<file path="config.mk">
export PLATFORM = sky130hd
export DESIGN_NAME = uart_tx_arbiter_flat
export DESIGN_NICKNAME = d
export VERILOG_FILES = /design/src/rtl/uart_pkg.sv /design/src/rtl/uart_tx_arbiter_if.sv /design/src/rtl/uart_tx_arbiter_rr_pick.sv /design/src/rtl/uart_tx_arbiter.sv /design/src/flat_wrapper.sv
export SDC_FILE = /design/constraint.sdc
export NUM_CORES = 1
export LEC_CHECK = 0
export CAP_MARGIN = 5
export CORE_ASPECT_RATIO = 0.8
export CORE_MARGIN = 3
export CORE_UTILIZATION = 45
export CTS_CLUSTER_SIZE = 14
export DETAILED_ROUTE_END_ITERATION = 12
export DONT_BUFFER_PORTS = 1
export SLEW_MARGIN = 15
export SYNTH_ARGS = -nofsm -noshare
export SYNTH_HDL_FRONTEND = slang
export SYNTH_SLANG_ARGS = --single-unit
</file>
<file path="constraint.sdc">
create_clock -name clk -period 3.35 [get_ports clk]
set_input_delay 0.335 -clock clk [delete_from_list [all_inputs] [get_ports clk]]
set_output_delay 0.335 -clock clk [all_outputs]
set_load 0.01 [all_outputs]
</file>
<file path="src/rtl/uart_pkg.sv">
// Shared types and helpers for the UART transmit arbiter slice.
// States, default byte width and the cyclic index helper used by the arbiter.
package uart_pkg;

  localparam int UART_DATA_WIDTH = 8;

  typedef enum logic [2:0] {
    S_ARB    = 3'd0,
    S_ACCEPT = 3'd1,
    S_LOAD   = 3'd2,
    S_START  = 3'd3,
    S_DONE   = 3'd4
  } arb_state_e;

  localparam logic [2:0] ST_ARB    = S_ARB;
  localparam logic [2:0] ST_ACCEPT = S_ACCEPT;
  localparam logic [2:0] ST_LOAD   = S_LOAD;
  localparam logic [2:0] ST_START  = S_START;
  localparam logic [2:0] ST_DONE   = S_DONE;

  // Next index modulo n; wraps explicitly so non power-of-two counts stay in range.
  function automatic int next_idx(input int idx, input int n);
    return (idx + 1 >= n) ? 0 : idx + 1;
  endfunction

endpackage

</file>
<file path="src/rtl/uart_tx_arbiter_if.sv">
// Requester, transmitter and status signals of the UART transmit arbiter.
// Handshake: a byte moves on a clock edge where req_valid[i] && req_ready[i]; valid must hold with stable data until then.
interface uart_tx_arbiter_if #(
  parameter int NUM_REQ    = 4,
  parameter int DATA_WIDTH = uart_pkg::UART_DATA_WIDTH
);
  localparam int ID_W = $clog2(NUM_REQ);

  logic [NUM_REQ-1:0]            req_valid;
  logic [NUM_REQ*DATA_WIDTH-1:0] req_data;
  logic [NUM_REQ-1:0]            req_last;
  logic [NUM_REQ-1:0]            req_ready;
  logic [DATA_WIDTH-1:0]         uart_txd;
  logic                          uart_txv;
  logic                          uart_active;
  logic [ID_W-1:0]               grant_id;
  logic                          busy;
  logic                          timeout_err;
  logic [2:0]                    dbg_state;
  logic [ID_W-1:0]               dbg_rr_ptr;

  modport master (
    output req_valid, req_data, req_last, uart_active,
    input  req_ready, uart_txd, uart_txv, grant_id, busy, timeout_err,
           dbg_state, dbg_rr_ptr
  );

  modport slave (
    input  req_valid, req_data, req_last, uart_active,
    output req_ready, uart_txd, uart_txv, grant_id, busy, timeout_err,
           dbg_state, dbg_rr_ptr
  );

endinterface

</file>
<file path="src/rtl/uart_tx_arbiter_rr_pick.sv">
// Combinational round-robin selector: first set request at or after i_ptr, searching cyclically.
module rr_pick #(
  parameter int N  = 4,
  parameter int IW = (N > 1) ? $clog2(N) : 1
) (
  input  logic [N-1:0]  i_req,
  input  logic [IW-1:0] i_ptr,
  output logic          o_found,
  output logic [IW-1:0] o_idx
);

  logic [IW:0]   w_sum;
  logic [IW-1:0] w_cand;

  // Scan from the farthest offset down so the nearest candidate wins last.
  always_comb begin
    o_found = 1'b0;
    o_idx   = '0;
    w_sum   = '0;
    w_cand  = '0;
    for (int k = N - 1; k >= 0; k--) begin
      w_sum = {1'b0, i_ptr} + (IW+1)'(k);
      if (w_sum >= (IW+1)'(N)) w_sum = w_sum - (IW+1)'(N);
      w_cand = w_sum[IW-1:0];
      if (i_req[w_cand]) begin
        o_found = 1'b1;
        o_idx   = w_cand;
      end
    end
  end

endmodule

</file>
<file path="src/rtl/uart_tx_arbiter.sv">
// Round-robin arbiter sharing one uart_tx between NUM_REQ byte streams, locked per packet.
// Define UART_ARB_TIMEOUT_EN to force release of a packet whose owner stalls TIMEOUT cycles.
module uart_tx_arbiter
  import uart_pkg::*;
#(
  parameter int NUM_REQ    = 4,
  parameter int DATA_WIDTH = UART_DATA_WIDTH,
  parameter int TIMEOUT    = 1024,
  localparam int ID_W      = $clog2(NUM_REQ)
) (
  input logic              clk,
  input logic              rst,
  uart_tx_arbiter_if.slave bus
);

  logic [2:0]            r_state;
  logic [ID_W-1:0]       r_rr_ptr;
  logic [ID_W-1:0]       r_grant;
  logic [DATA_WIDTH-1:0] r_txd;
  logic                  r_last;
  logic                  r_timeout_err;

  logic                  w_found;
  logic [ID_W-1:0]       w_pick;
  logic                  w_owner_valid;
  logic                  w_hs;
  logic                  w_force_release;
  logic [ID_W-1:0]       w_next_ptr;

  rr_pick #(.N(NUM_REQ), .IW(ID_W)) u_rr_pick (
    .i_req   (bus.req_valid),
    .i_ptr   (r_rr_ptr),
    .o_found (w_found),
    .o_idx   (w_pick)
  );

  assign w_owner_valid = bus.req_valid[r_grant];
  assign w_hs          = (r_state == ST_ACCEPT) && w_owner_valid;
  assign w_next_ptr    = ID_W'(next_idx(int'(r_grant), NUM_REQ));

  always_comb begin
    bus.req_ready = '0;
    if (r_state == ST_ACCEPT) bus.req_ready[r_grant] = w_owner_valid;
  end

`ifdef UART_ARB_TIMEOUT_EN
  localparam int TO_W = (TIMEOUT > 1) ? $clog2(TIMEOUT) : 1;
  logic [TO_W-1:0] r_to_cnt;

  // Counts owner idle cycles inside a locked packet; anything else restarts it.
  assign w_force_release = (r_state == ST_ACCEPT) && !w_owner_valid &&
                           (r_to_cnt == TO_W'(TIMEOUT - 1));

  always_ff @(posedge clk or posedge rst) begin
    if (rst) begin
      r_to_cnt <= '0;
    end else if ((r_state == ST_ACCEPT) && !w_owner_valid && !w_force_release) begin
      r_to_cnt <= r_to_cnt + 1'b1;
    end else begin
      r_to_cnt <= '0;
    end
  end
`else
  assign w_force_release = 1'b0;
`endif

  always_ff @(posedge clk or posedge rst) begin
    if (rst) begin
      r_state       <= ST_ARB;
      r_rr_ptr      <= '0;
      r_grant       <= '0;
      r_txd         <= '0;
      r_last        <= 1'b0;
      r_timeout_err <= 1'b0;
    end else begin
      r_timeout_err <= 1'b0;
      case (r_state)
        ST_ARB: begin
          if (w_found) begin
            r_grant <= w_pick;
            r_state <= ST_ACCEPT;
          end
        end
        ST_ACCEPT: begin
          if (w_hs) begin
            r_txd   <= bus.req_data[r_grant*DATA_WIDTH +: DATA_WIDTH];
            r_last  <= bus.req_last[r_grant];
            r_state <= ST_LOAD;
          end else if (w_force_release) begin
            r_timeout_err <= 1'b1;
            r_last        <= 1'b0;
            r_rr_ptr      <= w_next_ptr;
            r_state       <= ST_ARB;
          end
        end
        ST_LOAD: r_state <= ST_START;
        ST_START: begin
          if (bus.uart_active) r_state <= ST_DONE;
        end
        ST_DONE: begin
          // Lock is held across bytes until the flagged last byte has left the line.
          if (!bus.uart_active) begin
            if (r_last) begin
              r_rr_ptr <= w_next_ptr;
              r_state  <= ST_ARB;
            end else begin
              r_state <= ST_ACCEPT;
            end
          end
        end
        default: r_state <= ST_ARB;
      endcase
    end
  end

  assign bus.uart_txd    = r_txd;
  assign bus.uart_txv    = (r_state == ST_LOAD);
  assign bus.grant_id    = r_grant;
  assign bus.busy        = (r_state != ST_ARB);
  assign bus.timeout_err = r_timeout_err;
  assign bus.dbg_state   = r_state;
  assign bus.dbg_rr_ptr  = r_rr_ptr;

endmodule

</file>
<file path="src/flat_wrapper.sv">
// flat-port wrapper written by rule: the top's interface ports become plain ports
module uart_tx_arbiter_flat import uart_pkg::*;
#(
  parameter int NUM_REQ    = 4,
  parameter int DATA_WIDTH = UART_DATA_WIDTH,
  parameter int TIMEOUT    = 1024,
  localparam int ID_W      = $clog2(NUM_REQ)
)
  (clk, rst, bus_req_valid, bus_req_data, bus_req_last, bus_uart_active, bus_req_ready, bus_uart_txd, bus_uart_txv, bus_grant_id, bus_busy, bus_timeout_err, bus_dbg_state, bus_dbg_rr_ptr);
  uart_tx_arbiter_if #(.NUM_REQ(NUM_REQ), .DATA_WIDTH(DATA_WIDTH)) bus_i ();
  input logic clk;
  input logic rst;
  input wire logic [$bits(bus_i.req_valid)-1:0] bus_req_valid;
  input wire logic [$bits(bus_i.req_data)-1:0] bus_req_data;
  input wire logic [$bits(bus_i.req_last)-1:0] bus_req_last;
  input wire logic [$bits(bus_i.uart_active)-1:0] bus_uart_active;
  output wire logic [$bits(bus_i.req_ready)-1:0] bus_req_ready;
  output wire logic [$bits(bus_i.uart_txd)-1:0] bus_uart_txd;
  output wire logic [$bits(bus_i.uart_txv)-1:0] bus_uart_txv;
  output wire logic [$bits(bus_i.grant_id)-1:0] bus_grant_id;
  output wire logic [$bits(bus_i.busy)-1:0] bus_busy;
  output wire logic [$bits(bus_i.timeout_err)-1:0] bus_timeout_err;
  output wire logic [$bits(bus_i.dbg_state)-1:0] bus_dbg_state;
  output wire logic [$bits(bus_i.dbg_rr_ptr)-1:0] bus_dbg_rr_ptr;
  assign bus_i.req_valid = bus_req_valid;
  assign bus_i.req_data = bus_req_data;
  assign bus_i.req_last = bus_req_last;
  assign bus_i.uart_active = bus_uart_active;
  assign bus_req_ready = bus_i.req_ready;
  assign bus_uart_txd = bus_i.uart_txd;
  assign bus_uart_txv = bus_i.uart_txv;
  assign bus_grant_id = bus_i.grant_id;
  assign bus_busy = bus_i.busy;
  assign bus_timeout_err = bus_i.timeout_err;
  assign bus_dbg_state = bus_i.dbg_state;
  assign bus_dbg_rr_ptr = bus_i.dbg_rr_ptr;
  uart_tx_arbiter #(.NUM_REQ(NUM_REQ), .DATA_WIDTH(DATA_WIDTH), .TIMEOUT(TIMEOUT)) u_core (.clk(clk), .rst(rst), .bus(bus_i));
endmodule
</file>
* Yosys cells after proc, flatten, opt, wreduce, memory -nomap -nowiden
Cells that the tools add are included.
Storage, ports and cells: bits in registers 16, bits of input ports 43, output and inout bits 22, logic and storage cells 77
Cells by class: add/subtract/negate cells 8, $lt $le $gt $ge 11, equality and inequality tests 8, shift-type cells 1, muxes and demuxes 34, bitwise gates (word level) 2, reduce and logical (&&, ||, !) cells 8
Operators with widths (number):
- 32-bit by 6-bit indexed part select with 8-bit output | 1
- 2-bit two-way mux | 9
- 2-bit by 3-bit less-than comparator with 1-bit output, second input constant | 5
- 3-bit case mux with 5 select lines | 1
- 1-bit binary-select mux with 2-bit select | 6
- 3-bit >= comparator, second input constant | 4
- 1-bit two-way mux | 12
- 3-bit two-way mux | 4
- 2-bit by 1-bit subtractor with 2-bit output, second input constant | 4
- 2-bit by 1-bit adder with 3-bit output, second input constant | 2
- 2-bit by 2-bit adder with 3-bit output, second input constant | 2
- 3-bit by 2-bit == test with 1-bit output, second input constant | 2
- 2-bit inequality test, second input constant | 3
- 4-bit bitwise AND | 1
- 4-bit two-way mux | 1
- 2-bit AND reduction | 2
- 4-bit AND reduction | 1
- 3-bit by 1-bit == test with 1-bit output, second input constant | 1
- 3-bit == test, second input constant | 1
- 2-bit by 3-bit >= comparator with 1-bit output, second input constant | 1
- 3-bit zero test | 1
- 3-bit AND reduction | 1
- 3-bit nonzero test | 1
- 1-bit demux with 2-bit select | 1
- 4 further kinds | 5

* Longest topological paths before layout
Gate-level depths: netlist (run 1).
depth after elaboration 11, gate-level depth with buffers 6, gate-level depth less buffers 4

* Cells and area by module
From an unflattened synthesis (run 1), not the netlist that was laid out.
Second synthesis, totals: cell total of the unflattened synthesis 96, area, all modules 1167.4 um2
Modules (own cells, without submodules):
- uart_tx_arbiter | times used 1, cells an instance 83, area each 1089.8 um2, seq. area each 400.4 um2
- rr_pick | times used 1, cells an instance 13, area each 77.6 um2, seq. area each 0.0 um2

* Worst setup path after synthesis (run 1)
OpenSTA, ideal clock, no wires.
kind flip-flop to flip-flop, start point reg u_core.r_grant[1] (netlist: u_core.bus.grant_id[1]), end point reg u_core.r_txd[0] (netlist: u_core.bus.uart_txd[0]), library setup time 0.128 ns, arrival 1.639 ns, data required time 3.222 ns, path slack 1.584 ns, cell stages (with the launch flop) 5, buffers on the path 1, period minus slack after synthesis 1.766 ns, cell sequence dfrtp_1 -> mux2_2 -> o2111ai_2 -> buf_4 -> mux2_1
Between the ends: word-level cells in the longest chain between the ends 4, elaborated cells on any way between the ends 5, those cells by class 1 x shift; 2 x mux; 2 x reduce/logical
RTL lines:
- start: declaration | line uart_tx_arbiter.sv:18 | logic [ID_W-1:0] r_grant;
- start signal: assignment | line uart_tx_arbiter.sv:80 | r_grant <= w_pick;
- parallel branches: the longest is 4 deep, another holds 32-bit by 6-bit indexed part select with 8-bit output
- end signal: assignment | line uart_tx_arbiter.sv:86 | r_txd <= bus.req_data[r_grant*DATA_WIDTH +: DATA_WIDTH];
- end: declaration | line uart_tx_arbiter.sv:19 | logic [DATA_WIDTH-1:0] r_txd;
Parallel ways; which one is timed is not known. The select of a mux whose other input is x is not followed. A chain may end at the register's enable or synchronous reset.

* Worst setup path in the final report (run 1)
start point reg u_core.r_grant[1] (netlist: u_core.bus.grant_id[1]), end point out bus_req_ready[2]
Between the ends: word-level cells in the longest chain between the ends 6, elaborated cells on any way between the ends 9, those cells by class 2 x order compare; 5 x mux; 1 x bitwise; 1 x reduce/logical
RTL lines:
- 2-bit by 3-bit less-than comparator with 1-bit output (implied by the code) / 2-bit by 1-bit >= comparator with 1-bit output (equally long branches) | line uart_tx_arbiter.sv:43 | if (r_state == ST_ACCEPT) bus.req_ready[r_grant] = w_owner_valid;
- 1-bit logical AND (implied by the code) | line uart_tx_arbiter.sv:43
- 1-bit two-way mux (implied by the code) | line uart_tx_arbiter.sv:43
- 1-bit demux with 2-bit select
- 4-bit bitwise AND (no line) (*)
- 4-bit two-way mux (*) | line uart_tx_arbiter.sv:43
- end: declaration | line flat_wrapper.sv:17 | output wire logic [$bits(bus_i.req_ready)-1:0] bus_req_ready;
Every way passes the cells marked *; elsewhere a longest branch is shown, timed or not. The select of a mux whose other input is x is not followed.

==> results of run 1 <==
==> sequential cells by signal (all words and copies together) (netlist names) <==
name / count
u_core.r_last: 1
u_core.bus.dbg_rr_ptr: 2
u_core.bus.uart_txd: 8
u_core.bus.grant_id: 2
u_core.bus.dbg_state: 3
==> per-layer routing <==
layer  vias up  wire (um)  part of all wire
li1        378          -                 -
met1       396       1090              0.43
met2        31       1240              0.49
met3         2        201             0.079
met4         0          4            0.0016
met5         -          0                 0
==> worst register-to-register path, stage by stage, from the launching register on <==
cell and delay [ns]:
dfrtp_1 0.60, buf_4 0.26, mux2_2 0.37, o2111ai_2 0.58, mux2_2 0.41
==> final cells by class <==
cell class                      instances  area (um2)
Clock buffer                            4        36.3
Fill cell                             246        1260
Inverter                               10        37.5
Multi-Input combinational cell         73         708
Sequential cell                        16         400
Tap cell                               36        45.0
Timing Repair Buffer                    2        15.0
==> per-stage QoR <==
stage / area (um2) / power [mW] / util / setup WS (ns) / hold slack (ns)
floorplan: 1210 / 0.895 / - / 1.58 / 0.249
global placement: 1210 / 0.937 / 0.482 / 1.07 / 0.330
global route: 1240 / 1.17 / 0.497 / 0.529 / 0.0402
finish: 1240 / 1.08 / 0.497 / 0.718 / -0.0129
detailed placement: 1210 / 0.960 / 0.482 / 1.01 / 0.338
CTS: 1240 / 1.09 / 0.497 / 0.683 / 0.0143
==> where the power goes <==
part	switching, mW	internal, mW	total [mW]
logic	0.209	0.275	0.484
registers	0.179	0.285	0.464
clock network	0.0647	0.0663	0.131
total	0.452	0.626	1.08
==> cell families (layout without fill, tap and decap cells) <==
| logic type | count (synthesis) | count (layout) | synth area share |
|---|---|---|---|
| compound gates | 17 | 17 | 0.115 |
| fa+ha+maj | 5 | 5 | 0.0518 |
| buf+inv | 18 | 16 | 0.0828 |
| flops | 16 | 16 | 0.331 |
| mux | 24 | 24 | 0.304 |
| other cells | 1 | 1 | 0.00310 |
| simple gates | 26 | 26 | 0.112 |
==> how the worst max path moves through the flow <==
stage                        endpoint  slack, ns              startpoint  depth (start not counted)
4_1_cts              bus_req_ready[2]       0.68  u_core.bus.grant_id[1]                          4
5_1_grt              bus_req_ready[1]       0.53  u_core.bus.grant_id[1]                          4
3_3_place_gp   u_core.bus.uart_txd[1]       1.07  u_core.bus.grant_id[1]                          4
2_1_floorplan  u_core.bus.uart_txd[0]       1.58  u_core.bus.grant_id[1]                          4
6_report             bus_req_ready[2]       0.72  u_core.bus.grant_id[1]                          4
3_5_place_dp   u_core.bus.uart_txd[2]       1.01  u_core.bus.grant_id[1]                          4
==> placed cells by master (no fill, tap or decap), types with 2 or more instances in the layout <==
cell      count
dfrtp_1      16
nor2_1       10
inv_1        10
mux4_2        9
mux2_2        6
mux2_1        6
a21oi_1       6
nand2_1       5
ha_1          5
mux2i_1       3
clkbuf_4      3
nand2b_1      2
o21ai_0       2
buf_4         2
==> impl_metrics.ini, run 1 <==
[setup_path]
r2r_slack_ns = 1.01
crit_fanout = 13
path_cells = buf_4, mux2_2, o2111ai_2, nor2_1
critPathLaunchType = register
cpMaxStageDelayCell = dfrtp_1
cpLargestDelayFamily = flip-flops
crit_required_ns = 3.01
regToRegEndpoint = u_core.bus.uart_txd[2]
r2r_start = u_core.bus.grant_id[1]
arrival_ns = 2.30
max_stage_delay_ns = 0.60
critical_path_class = reg -> out
cp-end-kind = output pin
cp_num_buf_inv = 1
r2r_cells = 4

[yosys]
ys_seq_area_frac = 0.331
synth_ff_type = dfrtp_1
yosysWarnings = 0
avgSynthCellArea_um2 = 11.3
synth.distinct_cells = 35
synth-edff-count = 0
syn_area_um2 = 1210
synth.net_count = 155
synth_most_common_cell = dfrtp_1
synth.area.top_cells = dfrtp_1 33%, mux4_2 17%, mux2_1 5.6%
synth_seq_cells = 16
synth_top_area_frac = 0.331
syn_inst = 107
yosys-top-cells-count = 16 x dfrtp_1, 10 x inv_1, 10 x nor2_1
synthArstFlopShare = 1.00
synth_top_area_cell = dfrtp_1

[timing]
period_minus_slack_ns = 2.63
finalSetupTns_ns = 0
fmax_mhz = 380
maxSlewViolCount = 0
fin_crit_sh = 0.786
hold_ws_ns = -0.0129
finalHoldViolCount = 16
tightest_slew_ns = 0.711
grt_setup_unrepaired = no
setup_viol = 0
fin_worst_skew_ns = 0.00394
slew_headroom = 0.526

[clocking]
clock_sink_count = 16
cts_tree = yes
cts_resized = 0
post_cts.repair.setup_buffers = 0
cts.htree.levels = 1
cts_buffers = 3
cts_root_buf = clkbuf_4
cts-hold-fix-buffers = 0
cts_buffer_depth = 2
path_clk_slew_ns = 0.10
insertion_delay_ns = 0.29

[run_status]
status = finished with violations
violations = negative hold slack

[routing]
drtPass1Iterations = 4
wl_per_cell_um = 18.0
routed_wl_um = 2530
first_iter_violations = 19
via_per_inst = 5.72
antenna_left = 0
drc_errors = 0
route.vias.total = 807

[layout]
final_nets = 154
area_delta_synth_final_pct = 2.79
drive_above_1_share = 0.248
fin_cells = 141
antenna_cells = 0

[floorplanning]
die_width_um = 63.9
start_util = 0.483
die_y_um = 52.4
core_um2 = 2500
num_rows = 16
dieArea_um2 = 3350
io_pins = 65

[place]
numPortBuffers = 0
gp_congestion = 0.710
hpwl_um = 2020
dp_cells = 137

[min_path]
hp-class = in -> async

[global_routing]
grt_pass1_wl_um = 3920
overflow = 0
grt_most_used_layer = met2
grtUsageMet3 = 0.0665
use_met1 = 0.191
grt_pass1_vias = 839
grt_use_met2 = 0.257
antenna_found_initial = 0
grt_use_total = 0.155
grt_max_degree = 17

[flow_run]
maxCapViolations = 0

[power]
max-vdd-ir-drop_mv = 0.329
powerDensity_nw_per_um2 = 868
p_leak_nw = 0.507
Power figures use the tool's default switching activity.
==> inputs of run 2 (changes only) <==
clock period = 2.25 ns   (was 3.35 ns; I/O delays follow)
==> run 2 against run 1 <==
The flow now finishes without violations. Clock power rose by 43%. Critical path depth did not move. Clock-buffer cell count did not move. Global-route usage rose by 0.82 points. Non-clock buffer count rose by 3. Final area rose by 2.0%. Register-to-register slack got worse by 0.51 ns. Final cell count rose by 2.1%. Die area did not move. Highest routed layer is now met3.
==> impl_metrics.ini, run 2 (synthesized netlist as in run 1, its figures left out) <==
[routing]
route.vias.total = 804
drtPass1Iterations = 4
drc_errors = 0
first_iter_violations = 36
routed_wl_um = 2610
via_per_inst = 5.58
antenna_left = 0
wl_per_cell_um = 18.1

[timing]
fin_crit_sh = 0.806
tightest_slew_ns = 0.585
setup_viol = 0
period_minus_slack_ns = 1.81
slew_headroom = 0.610
grt_setup_unrepaired = no
fin_worst_skew_ns = 0.00558
hold_ws_ns = 0.0654
finalSetupTns_ns = 0
finalHoldViolCount = 0
maxSlewViolCount = 0
fmax_mhz = 552

[power]
powerDensity_nw_per_um2 = 1280
max-vdd-ir-drop_mv = 0.518
p_leak_nw = 0.520
p_total_mw = 1.63

[global_routing]
grtUsageMet3 = 0.0751
grt_most_used_layer = met2
grt_pass1_vias = 840
grt_use_met2 = 0.266
antenna_found_initial = 0
grt_use_total = 0.163
overflow = 0
grt_pass1_wl_um = 4080
grt_max_degree = 17
use_met1 = 0.199

[layout]
final_nets = 157
final_common_cell = dfrtp_1
final_area_um2 = 1270
drive_above_1_share = 0.259
largest_register_ff_count = 8
area_delta_synth_final_pct = 4.87
antenna_cells = 0
layout_common_cells = 16 x dfrtp_1, 10 x nor2_1, 10 x inv_1
post-route-util = 0.507
fill_cells = 227

[floorplanning]
die_y_um = 52.4
start_util = 0.483
die_width_um = 63.9
io_pins = 65
core_um2 = 2500
num_rows = 16
dieArea_um2 = 3350

[setup_path]
r2r_slack_ns = 0.50
r2r_start = u_core.bus.dbg_state[0]
startpoint = u_core.bus.grant_id[1]
crit_fanout = 13
crit_required_ns = 2.03
critPathLaunchType = register
regToRegEndpoint = u_core.bus.grant_id[0]
cp-end-kind = output pin
critical_path_class = reg -> out
r2r_cells = 3
arrival_ns = 1.59

[clocking]
cts_resized = 0
cts_root_buf = clkbuf_4
cts_buffers = 3
cts_buffer_depth = 2
insertion_delay_ns = 0.28
cts.htree.levels = 1
path_clk_slew_ns = 0.10
clock_sink_count = 16
cts_tree = yes

[run_status]
status = finished clean

[flow_run]
maxCapViolations = 0

[min_path]
worst_hold_path.endpoint = u_core.bus.dbg_state[2]
hp-class = in -> reg
min_from = bus_uart_active
hold_depth = 1

[place]
gp_congestion = 0.879
hpwl_um = 2120
numPortBuffers = 0
placed_area_um2 = 1220
run 2: cell count changes in the layout (fill, tap and decap cells not counted), sizes merged:
| cell | before | now |
|---|---|---|
| buf | 2 | 4 |
| dlygate4sd3 | 0 | 1 |
run 2: area by class of cell:
class | count | area (um2) | area share
clock buffers | 4 | 36.3 | 0.0286
inverters | 10 | 37.5 | 0.0296
multi-input cells | 73 | 708 | 0.559
flip-flops and latches | 16 | 400 | 0.316
well taps | 36 | 45.0 | 0.0355
repair buffers | 5 | 40.0 | 0.0316
run 2: worst max-delay path: stages, from the launching register on:
cell,delay [ns]
dfrtp_1,0.42
mux2_2,0.38
o2111ai_2,0.16
buf_4,0.23
nor2_1,0.11
run 2: per-stage QoR:
step,setup slack [ns],std cells
floorplan,0.484,107
global placement,0.491,139
detailed placement,0.500,139
CTS,0.409,144
global route,0.304,144
finish,0.437,144
run 2: how the worst max path moves through the flow:
stage | to | slack (ns) | depth (start not counted)
final | bus_req_ready[2] | 0.44 | 4
after global placement | u_core.bus.grant_id[0] | 0.49 | 3
after detailed placement | u_core.bus.dbg_rr_ptr[0] | 0.50 | 4
after CTS | bus_req_ready[2] | 0.41 | 4
after floorplan | u_core.bus.uart_txd[0] | 0.48 | 4
after global routing | bus_req_ready[2] | 0.30 | 4
run 2: power by group:
group | internal, mW | switching (mW)
sequential | 0.426 | 0.213
clock | 0.0984 | 0.0887
combinational | 0.430 | 0.370
total | 0.954 | 0.671
run 2: per-layer routing:
metal	routed length [um]	vias to the layer above
li1	-	381
met1	1110	394
met2	1320	29
met3	189	0
met4	0	0
met5	0	-
run 2: timing repair:
item	4_1_cts	5_1_grt
hold buffers	1	0
setup endpoints to repair	0	0
hold endpoints to repair	16	0
buffers inserted	0	0
==> inputs of run 3 (changes only) <==
clock period = 1.5 ns   (was 2.25 ns; I/O delays follow)
==> run 3 against run 2 <==
Non-clock buffer count grew 20. Clock-buffer cell count did not move. Die area is the same. The run now ends with negative setup slack left. Clock power rose by 30%. Core utilization increased by 11 points. First-iteration DRC count down 14%. Final cell count up 14%. Total power up 87%. Register-to-register slack lost 0.61 ns.
==> impl_metrics.ini, run 3 (synthesized netlist as in run 1, its figures left out) <==
[floorplanning]
io_pins = 65
start_util = 0.483
dieArea_um2 = 3350
die_y_um = 52.4
die_width_um = 63.9
core_um2 = 2500
num_rows = 16

[place]
hpwl_um = 2260
dp_slack_ns = -0.0902
gp_congestion = 0.837
numPortBuffers = 0
dp_cells = 153

[power]
max-vdd-ir-drop_mv = 0.739
netSwitchingFraction = 0.401
p_switching_mw = 1.22
powerDensity_nw_per_um2 = 1990
intPower_mw = 1.82
p_leak_nw = 0.646
seq_power_share = 0.302
clkPwrFrac = 0.080
comb_power_share = 0.619

[run_status]
violations = negative setup slack
status = finished with violations

[global_routing]
grt_pass1_wl_um = 4640
antenna_found_initial = 0
grt_pass1_vias = 940
grt_max_degree = 17
overflow = 0
grt_use_total = 0.182

[min_path]
hold_depth = 2
hp-class = in -> reg

[setup_path]
critical_path_class = reg -> out
path_cells = mux2_4, o2111ai_4, buf_12, nor2_2
crit_fanout = 13
cp_num_buf_inv = 1
max_stage_delay_ns = 0.45
critPathLaunchType = register
cp-end-kind = output pin
worst-path-stages = 4
r2r_cells = 4
cpMaxStageDelayCell = dfrtp_2
crit_required_ns = 1.35
cpLargestDelayFamily = flip-flops
arrival_ns = 1.51

[timing]
fin_crit_sh = 1.11
fin_worst_skew_ns = 0.00491
period_minus_slack_ns = 1.66
fmax_mhz = 602
grt_setup_unrepaired = yes
finalHoldViolCount = 0
setup_viol = 17
slew_headroom = 0.587
setup_ws_ns = -0.162
tightest_slew_ns = 0.620
maxSlewViolCount = 0

[clocking]
cts_buffer_depth = 2
insertion_delay_ns = 0.29
cts_root_buf = clkbuf_4
cts_tree = yes
cts_buffers = 3
path_clk_slew_ns = 0.10
clock_sink_count = 16
cts.htree.levels = 1

[layout]
final_nets = 177
layout_common_cells = 16 x buf_4, 13 x dfrtp_1, 9 x mux4_2, 9 x inv_1
fin_cells = 164
drive_above_1_share = 0.477
antenna_cells = 0
area_delta_synth_final_pct = 26.9
final_common_cell = buf_4
largest_register_ff_count = 8

[flow_run]
maxCapViolations = 0

[routing]
wl_per_cell_um = 18.2
drtPass1Iterations = 4
routed_wl_um = 2980
drc_errors = 0
route.vias.total = 909
via_per_inst = 5.54
antenna_left = 0
first_iter_violations = 31
[run 3: what timing repair did]
action | in CTS | in global routing
endpoints found under the hold margin | 17 | 0
pin swaps | 6 | 6
setup endpoints to repair | 16 | 21
hold buffers | 2 | 0
buffers inserted | 4 | 1
resized for setup | 16 | 8
[run 3: cell type report]
class	count	area [um2]
clock buffer	4	26.3
tap	36	45.0
timing repair buffer	25	228
sequential	16	404
fill	211	968
multi-input combinational	73	791
inverter	10	40.0
[run 3: per-stage QoR]
stage / hold slack, ns / area (um2) / setup TNS [ns] / util / total power, mW
2_1_floorplan: 0.0636 / 1250 / -1.11 / - / 2.09
3_3_place_gp: 0.141 / 1370 / -0.487 / 0.548 / 2.48
3_5_place_dp: 0.155 / 1370 / -0.782 / 0.548 / 2.53
4_1_cts: 0.0759 / 1510 / -1.91 / 0.602 / 2.98
5_1_grt: 0.0787 / 1530 / -2.87 / 0.613 / 3.29
6_report: 0.0798 / 1530 / -1.68 / 0.613 / 3.05
[run 3: power groups by stage]
stage                     Clock, mW  Sequential [mW]  Combinational (mW)
after global routing          0.274            0.958                2.05
after CTS                     0.245            0.919                1.82
after detailed placement          0            0.920                1.61
after floorplan                   0            0.882                1.21
after global placement            0            0.916                1.56
final                         0.243            0.919                1.88
[run 3: worst paths after layout]
| path | startpoint | end | slack, ns |
|---|---|---|---|
| worst max-delay path | u_core.bus.grant_id[1] | bus_req_ready[2] | -0.16 |
| worst min-delay path | bus_req_valid[3] | u_core.bus.grant_id[0] | 0.08 |
| worst max register to register | u_core.bus.grant_id[1] | u_core.r_last | -0.11 |
| worst min register to register | u_core.bus.uart_txd[0] | u_core.bus.uart_txd[0] | 0.58 |
| max in group asynchronous | rst | u_core.bus.dbg_state[2] | 0.69 |
| min in group asynchronous | rst | u_core.bus.uart_txd[7] | 0.37 |
[run 3: routing by layer]
metal,wire [um],part of all wire,vias to the layer above,track usage
met5,0,0,-,0
met4,52,0.017,0,0.0358
met3,228,0.076,6,0.0794
met2,1560,0.52,44,0.317
met1,1140,0.38,436,0.209
li1,-,-,423,-
